**src/rtl/vending_pkg.sv**
```systemverilog
// Shared types, coin codes and pricing helpers
// for the vending credit controller.
package vending_pkg;

  localparam int MONEY_W = 4;

  localparam logic [1:0] COIN_NONE = 2'b00;
  localparam logic [1:0] COIN_1    = 2'b01;
  localparam logic [1:0] COIN_2    = 2'b10;
  localparam logic [1:0] COIN_5    = 2'b11;

  typedef enum logic [2:0] {
    IDLE,
    COLLECT,
    VEND,
    CHANGE,
    COMMIT
  } state_t;

  function automatic logic [MONEY_W-1:0] coin_value(
    input logic [1:0] code
  );
    logic [MONEY_W-1:0] v;
    unique case (code)
      COIN_1:  v = MONEY_W'(1);
      COIN_2:  v = MONEY_W'(2);
      COIN_5:  v = MONEY_W'(5);
      default: v = '0;
    endcase
    return v;
  endfunction

  // prices packed as {p3, p2, p1, p0}
  function automatic logic [MONEY_W-1:0] price_of(
    input logic [1:0]           id,
    input logic [4*MONEY_W-1:0] prices
  );
    return prices[id*MONEY_W +: MONEY_W];
  endfunction

endpackage

```
**src/rtl/change_picker.sv**
```systemverilog
// Picks the largest change coin that fits
// in the remaining credit.
module change_picker
  import vending_pkg::*;
(
  input  logic [MONEY_W-1:0] credit,
  output logic [1:0]         code,
  output logic [MONEY_W-1:0] value
);

  always_comb begin
    code  = COIN_NONE;
    value = '0;
    if (credit >= MONEY_W'(5)) begin
      code  = COIN_5;
      value = MONEY_W'(5);
    end else if (credit >= MONEY_W'(2)) begin
      code  = COIN_2;
      value = MONEY_W'(2);
    end else if (credit != '0) begin
      code  = COIN_1;
      value = MONEY_W'(1);
    end
  end

endmodule

```
**src/rtl/vend_credit_ctrl.sv**
```systemverilog
// Vending transaction controller: coins, credit,
// selection, change and machine money commit.
module vend_credit_ctrl
  import vending_pkg::*;
#(
  parameter int PRICE0       = 3,
  parameter int PRICE1       = 4,
  parameter int PRICE2       = 6,
  parameter int PRICE3       = 9,
  parameter int INIT_MACHINE = 0
) (
  input  logic               clock,
  input  logic               reset,
  input  logic               coin_valid,
  input  logic [1:0]         coin_code,
  input  logic               sel_valid,
  input  logic [1:0]         sel_id,
  input  logic               cancel,
  output logic               coin_reject,
  output logic               sel_denied,
  output logic               vend_valid,
  output logic [1:0]         vend_id,
  output logic               change_valid,
  output logic [1:0]         change_coin,
  output logic               busy,
  output logic               money_mode,
  output logic [MONEY_W-1:0] money_value
);

  localparam logic [4*MONEY_W-1:0] PRICES = {
    MONEY_W'(PRICE3), MONEY_W'(PRICE2),
    MONEY_W'(PRICE1), MONEY_W'(PRICE0)
  };

  state_t             state, st_n;
  logic [MONEY_W-1:0] credit, cr_n;
  logic [MONEY_W-1:0] machine, mc_n;
  logic [1:0]         sel_q;
  logic               rej, den, vnd, chg;
  logic [MONEY_W-1:0] cv, pr, lpr;
  logic [MONEY_W:0]   csum, msum;
  logic               coin_ok, can_buy;
  logic [1:0]         pick_code;
  logic [MONEY_W-1:0] pick_val;

  change_picker u_pick (
    .credit (credit),
    .code   (pick_code),
    .value  (pick_val)
  );

  // one extra bit catches credit/machine overflow
  assign cv      = coin_value(coin_code);
  assign csum    = {1'b0, credit} + {1'b0, cv};
  assign coin_ok = (coin_code != COIN_NONE) && !csum[MONEY_W];
  assign pr      = price_of(sel_id, PRICES);
  assign lpr     = price_of(sel_q, PRICES);
  assign msum    = {1'b0, machine} + {1'b0, pr};
  assign can_buy = (credit >= pr) && !msum[MONEY_W];

  always_comb begin
    st_n = state;
    cr_n = credit;
    mc_n = machine;
    rej  = 1'b0;
    den  = 1'b0;
    vnd  = 1'b0;
    chg  = 1'b0;
    unique case (state)
      IDLE: begin
        if (coin_valid) begin
          if (coin_ok) begin
            cr_n = csum[MONEY_W-1:0];
            st_n = COLLECT;
          end else begin
            rej = 1'b1;
          end
        end
        den = sel_valid;
      end
      COLLECT: begin
        if (cancel) begin
          rej  = coin_valid;
          st_n = (credit == '0) ? COMMIT : CHANGE;
        end else if (sel_valid) begin
          rej = coin_valid;
          if (can_buy) st_n = VEND;
          else den = 1'b1;
        end else if (coin_valid) begin
          if (coin_ok) cr_n = csum[MONEY_W-1:0];
          else rej = 1'b1;
        end
      end
      VEND: begin
        rej  = coin_valid;
        vnd  = 1'b1;
        cr_n = credit - lpr;
        mc_n = machine + lpr;
        st_n = (cr_n != '0) ? CHANGE : COMMIT;
      end
      CHANGE: begin
        rej  = coin_valid;
        chg  = 1'b1;
        cr_n = credit - pick_val;
        st_n = (cr_n == '0) ? COMMIT : CHANGE;
      end
      COMMIT: begin
        rej  = coin_valid;
        st_n = IDLE;
      end
      default: st_n = IDLE;
    endcase
  end

  always_ff @(posedge clock) begin
    if (reset) begin
      state        <= IDLE;
      credit       <= '0;
      machine      <= MONEY_W'(INIT_MACHINE);
      sel_q        <= '0;
      coin_reject  <= 1'b0;
      sel_denied   <= 1'b0;
      vend_valid   <= 1'b0;
      vend_id      <= '0;
      change_valid <= 1'b0;
      change_coin  <= '0;
      busy         <= 1'b0;
      money_mode   <= 1'b1;
      money_value  <= '0;
    end else begin
      state        <= st_n;
      credit       <= cr_n;
      machine      <= mc_n;
      coin_reject  <= rej;
      sel_denied   <= den;
      vend_valid   <= vnd;
      change_valid <= chg;
      busy         <= (state == VEND) ||
                      (state == CHANGE) ||
                      (state == COMMIT);
      money_mode   <= (state != COMMIT);
      money_value  <= (state == COMMIT) ? machine : cr_n;
      if (state == COLLECT && st_n == VEND)
        sel_q <= sel_id;
      if (vnd)
        vend_id <= sel_q;
      if (chg)
        change_coin <= pick_code;
    end
  end

endmodule

```
**config.mk**
```make
export PLATFORM = sky130hd
export DESIGN_NAME = vend_credit_ctrl
export DESIGN_NICKNAME = d
export VERILOG_FILES = /design/src/rtl/vending_pkg.sv /design/src/rtl/change_picker.sv /design/src/rtl/vend_credit_ctrl.sv
export SDC_FILE = /design/constraint.sdc
export NUM_CORES = 1
export LEC_CHECK = 0
export ABC_CLOCK_PERIOD_IN_PS = 3400
export CORE_MARGIN = 4
export CORE_UTILIZATION = 56
export DETAILED_ROUTE_END_ITERATION = 10
export GPL_TIMING_DRIVEN = 0
export PLACE_DENSITY = 0.76
export REMOVE_ABC_BUFFERS = 1
export SYNTH_ARGS = -nofsm -noshare
export SYNTH_HDL_FRONTEND = slang
export SYNTH_SLANG_ARGS = --single-unit
export TNS_END_PERCENT = 20
```
**constraint.sdc**
```tcl
create_clock -name clock -period 3.4 [get_ports clock]
set_input_delay 1.02 -clock clock [delete_from_list [all_inputs] [get_ports clock]]
set_output_delay 1.02 -clock clock [all_outputs]
set_load 0.01 [all_outputs]
```
==> impl_summary.md <==
Status
The flow ran to the end, and the final reports show no timing, DRC or antenna violations.

Die
For this configuration, the core starts out at a cell density of 0.597. The placeable core region is 3440 um^2. The die span in x is 68.6 um. The die is 68.6 um tall. The top-level port count is 23. The floorplan has 21 rows. The area of the die is 4700 um^2.

Finish
The count of nets after finishing is 296. 0 antenna diodes ended up in the layout. After the flow finishes, the layout carries non-filler instances totaling 305. The fraction of final layout cells with drive strength greater than 1 is 0.0425. The signed area change from the synthesized netlist to the final layout is 13.6%.

Timing
The final setup violation count is 0. Of the available clock period, the critical path in the final layout requires 0.928. The headroom to the max-slew limit is 0.309. After layout, the minimum clock period comes to 3.15 ns. Based on the critical path, the design can be clocked at up to 317 MHz.

The final number of max-transition violations is 0. The worst path meets setup with 0.245 ns of slack. The final hold violation count is 0. For the final database, setup skew stands at 0.00149 ns. Setup repair after global routing left no endpoint under its margin. The transition at the pin with the smallest max-transition slack is 1.03 ns.

Critical path
The worst setup path is of the in2reg kind. On the critical path, the stage with the largest delay is an instance of sky130_fd_sc_hd__or4b_1. The largest single stage delay on the critical path is 0.55 ns. The worst setup path is captured at a flip-flop. For the worst setup path, the data required time is 3.61 ns.

The critical path goes through clkdlybuf4s50_1 > ha_1 > inv_1 > fa_1 > nand3b_1 > nand3_1 > or4b_1 > a41oi_1 > nor2b_1. The source of the worst register-to-register timing path is credit[1]. The arrival time at the worst endpoint is 3.37 ns. The kind of cell with the highest combined delay on the critical path is simple AND/OR/NAND/NOR gates.

Tracing the worst setup path back leads to its startpoint at coin_code[0]. The number of buffers and inverters on the critical path is 2. The worst setup path is launched from a primary input. Of all nets on the critical path, the largest fanout is 7.

Synth
The most used flip-flop cell after synthesis is sky130_fd_sc_hd__dfxtp_1. In the synthesized netlist, the number of instances is 245. The fraction of post-synthesis cell area in the top cell type by area is 0.263. Averaged over all synthesized cells, the footprint is 8.39 um^2. The proportion of register bits with asynchronous set or reset after synthesis is 0.

The cell with the most instances after synthesis is sky130_fd_sc_hd__dfxtp_1. The area of the mapped netlist is 2060 um^2. Of the synthesized area, sequential elements account for 0.263. The commonest cells after synthesis are 27 x sky130_fd_sc_hd__dfxtp_1, 23 x sky130_fd_sc_hd__ha_1, 19 x sky130_fd_sc_hd__a21oi_1. The cell type with the largest total area after synthesis is sky130_fd_sc_hd__dfxtp_1. The number of warnings issued by yosys is 0. The number of synthesized flops with an enable pin is 0. The synthesized netlist contains 55 unique library cells. After synthesis, the cell types taking the most area are sky130_fd_sc_hd__dfxtp_1 26%, sky130_fd_sc_hd__ha_1 14%, sky130_fd_sc_hd__a21oi_1 4.6%. Counting flops and latches in the post-synthesis netlist gives 27.

Global routing
The via count of the first global-routing pass was 1675. The first global-routing pass estimated 7620 um of wire. The pin count of the biggest net entering global routing is 29. The number of antenna violations at the first check in global routing is 0. Across every metal layer, demand over resource in global routing totals 0.213. The sum of overflow across all layers after global routing is 0.

Min path
The startpoint identified for the worst hold timing path is change_coin[0]. The path category of the worst min-delay check is reg2reg.

Routing
In the routed design, unresolved DRC markers number 0. The routed layout has 1826 vias. The number of antenna-violating nets in the routed design is 0. The average via count per standard cell is 5.99.

The number of iterations in the first detailed-routing pass is 4. The average wire length per cell after detail routing is 14.7 um. The routed design has 4490 um of wire.

The DRC marker count from the first detailed-route iteration is 102.

Clocking
The count of buffers added by post-CTS timing repair for setup is 0. The clock transition time at the flip-flop clock pins of the worst setup and hold paths is 0.09 ns. Counting the buffers created by CTS gives 3. The number of gates resized after CTS was 0. The number of clock sinks is 27. The deepest level of the CTS H-tree is 1. Clock latency on the worst-skew pair, taken at its later pin, is 0.27 ns. The hold buffer count at CTS is 0. The cell at the root of the clock tree is sky130_fd_sc_hd__clkbuf_8. TritonCTS built the clock tree. The clock passes through at most 2 buffers.

Placed design
The setup slack after placement is -0.0213 ns. The count of input and output buffers is 22. The HPWL after detailed placement is 3460 um. The placed instance count is 301. The global placer's final weighted congestion is 0.883.

Pwr
In this run the power density over the cells is 676 nW/um^2. The analysis attributes to cell leakage a power of 0.962 nW. The total power draw is 1.58 mW. The worst-case IR drop observed on VDD is 0.409 mV.

Run
The number of max-cap violations is 0.
[stage by stage]
step                hold slack, ns  TNS (ns)  instance area (um^2)   util
floorplan                    0.463         0                  2000      -
global placement             0.476   -0.0351                  2280  0.663
detailed placement           0.484   -0.0539                  2290  0.665
CTS                          0.508         0                  2340  0.679
global route                 0.532         0                  2340  0.679
finish                       0.500         0                  2340  0.679
[power breakdown]
part,internal (mW),switching [mW]
sequential,0.388,0.129
clock,0.0820,0.0962
combinational,0.407,0.477
total,0.878,0.703
[sequential cells by signal, summed over array words and instances, names as in the netlist]
register / count
change_coin: 2
sel_q: 2
coin_reject: 1
money_mode: 1
state: 3
change_valid: 1
vend_valid: 1
credit: 4
sel_denied: 1
money_value: 4
machine: 4
busy: 1
vend_id: 2
[area by class of cell]
class	instances	area [um^2]
Inverter	20	75.1
Timing Repair Buffer	23	228
Tap cell	46	57.6
Fill cell	309	1110
Clock inverter	1	5.00
Sequential cell	27	541
Clock buffer	3	41.3
Multi-Input combinational cell	185	1390
[worst reg2reg max path: cells and delay by family (launching register included)]
| kind | cells | cell delay [ns] |
|---|---|---|
| fa+ha+maj | 1 | 0.47 |
| mux | 1 | 0.16 |
| compound gates | 3 | 0.52 |
| buf+inv | 1 | 0.06 |
| flops | 1 | 0.70 |
| simple gates | 4 | 0.81 |
[logic make-up (layout without fill, tap and decap cells)]
group,count (synthesis),count (layout),share of synthesized area
AO/OA/AOI/OAI,63,63,0.210
flip-flops,27,27,0.263
XOR/XNOR,6,6,0.0256
AND/OR/NAND/NOR,82,82,0.227
buffers and inverters,33,47,0.0615
multiplexers,7,7,0.0341
adder cells (fa/ha/maj),27,27,0.179
[cells in the final DEF, fill, tap and decap left out, drive strengths merged, types with 2 or more instances in the layout]
cell / netlist / final
mux2i: 7 / 7
nand2: 7 / 7
clkbuf: 11 / 3
a21oi: 19 / 19
a211oi: 3 / 3
a31o: 2 / 2
dfxtp: 27 / 27
nor4: 2 / 2
and3b: 3 / 3
o211ai: 4 / 4
and2: 3 / 3
or3: 2 / 2
or2: 3 / 3
nand3b: 4 / 4
clkdlybuf4s50: 0 / 22
and3: 2 / 2
fa: 4 / 4
ha: 23 / 23
nor3: 7 / 7
a2111oi: 2 / 2
nor2b: 4 / 4
o31ai: 4 / 4
a41oi: 2 / 2
nor3b: 3 / 3
xnor2: 4 / 4
nand3: 9 / 9
nand2b: 8 / 8
xor2: 2 / 2
nor2: 18 / 18
a21o: 4 / 4
a311oi: 2 / 2
o21ai: 10 / 10
inv: 20 / 20
[path summary, 6_finish.rpt]
| path | endpoint | slack [ns] | cells past startpoint |
|---|---|---|---|
| hold / removal | change_coin[0] | 0.50 | 2 |
| hold reg to reg | change_coin[0] | 0.50 | 2 |
| setup reg to reg | money_value[1] | 0.58 | 10 |
| setup / recovery | credit[3] | 0.25 | 9 |
[per-layer routing]
layer / part of all wire / GRT usage
met3: 0.046 / 0.0357
met5: 0 / 0
met2: 0.44 / 0.342
met1: 0.50 / 0.296
met4: 0.013 / 0.0496
Power figures use the tool's default switching activity.
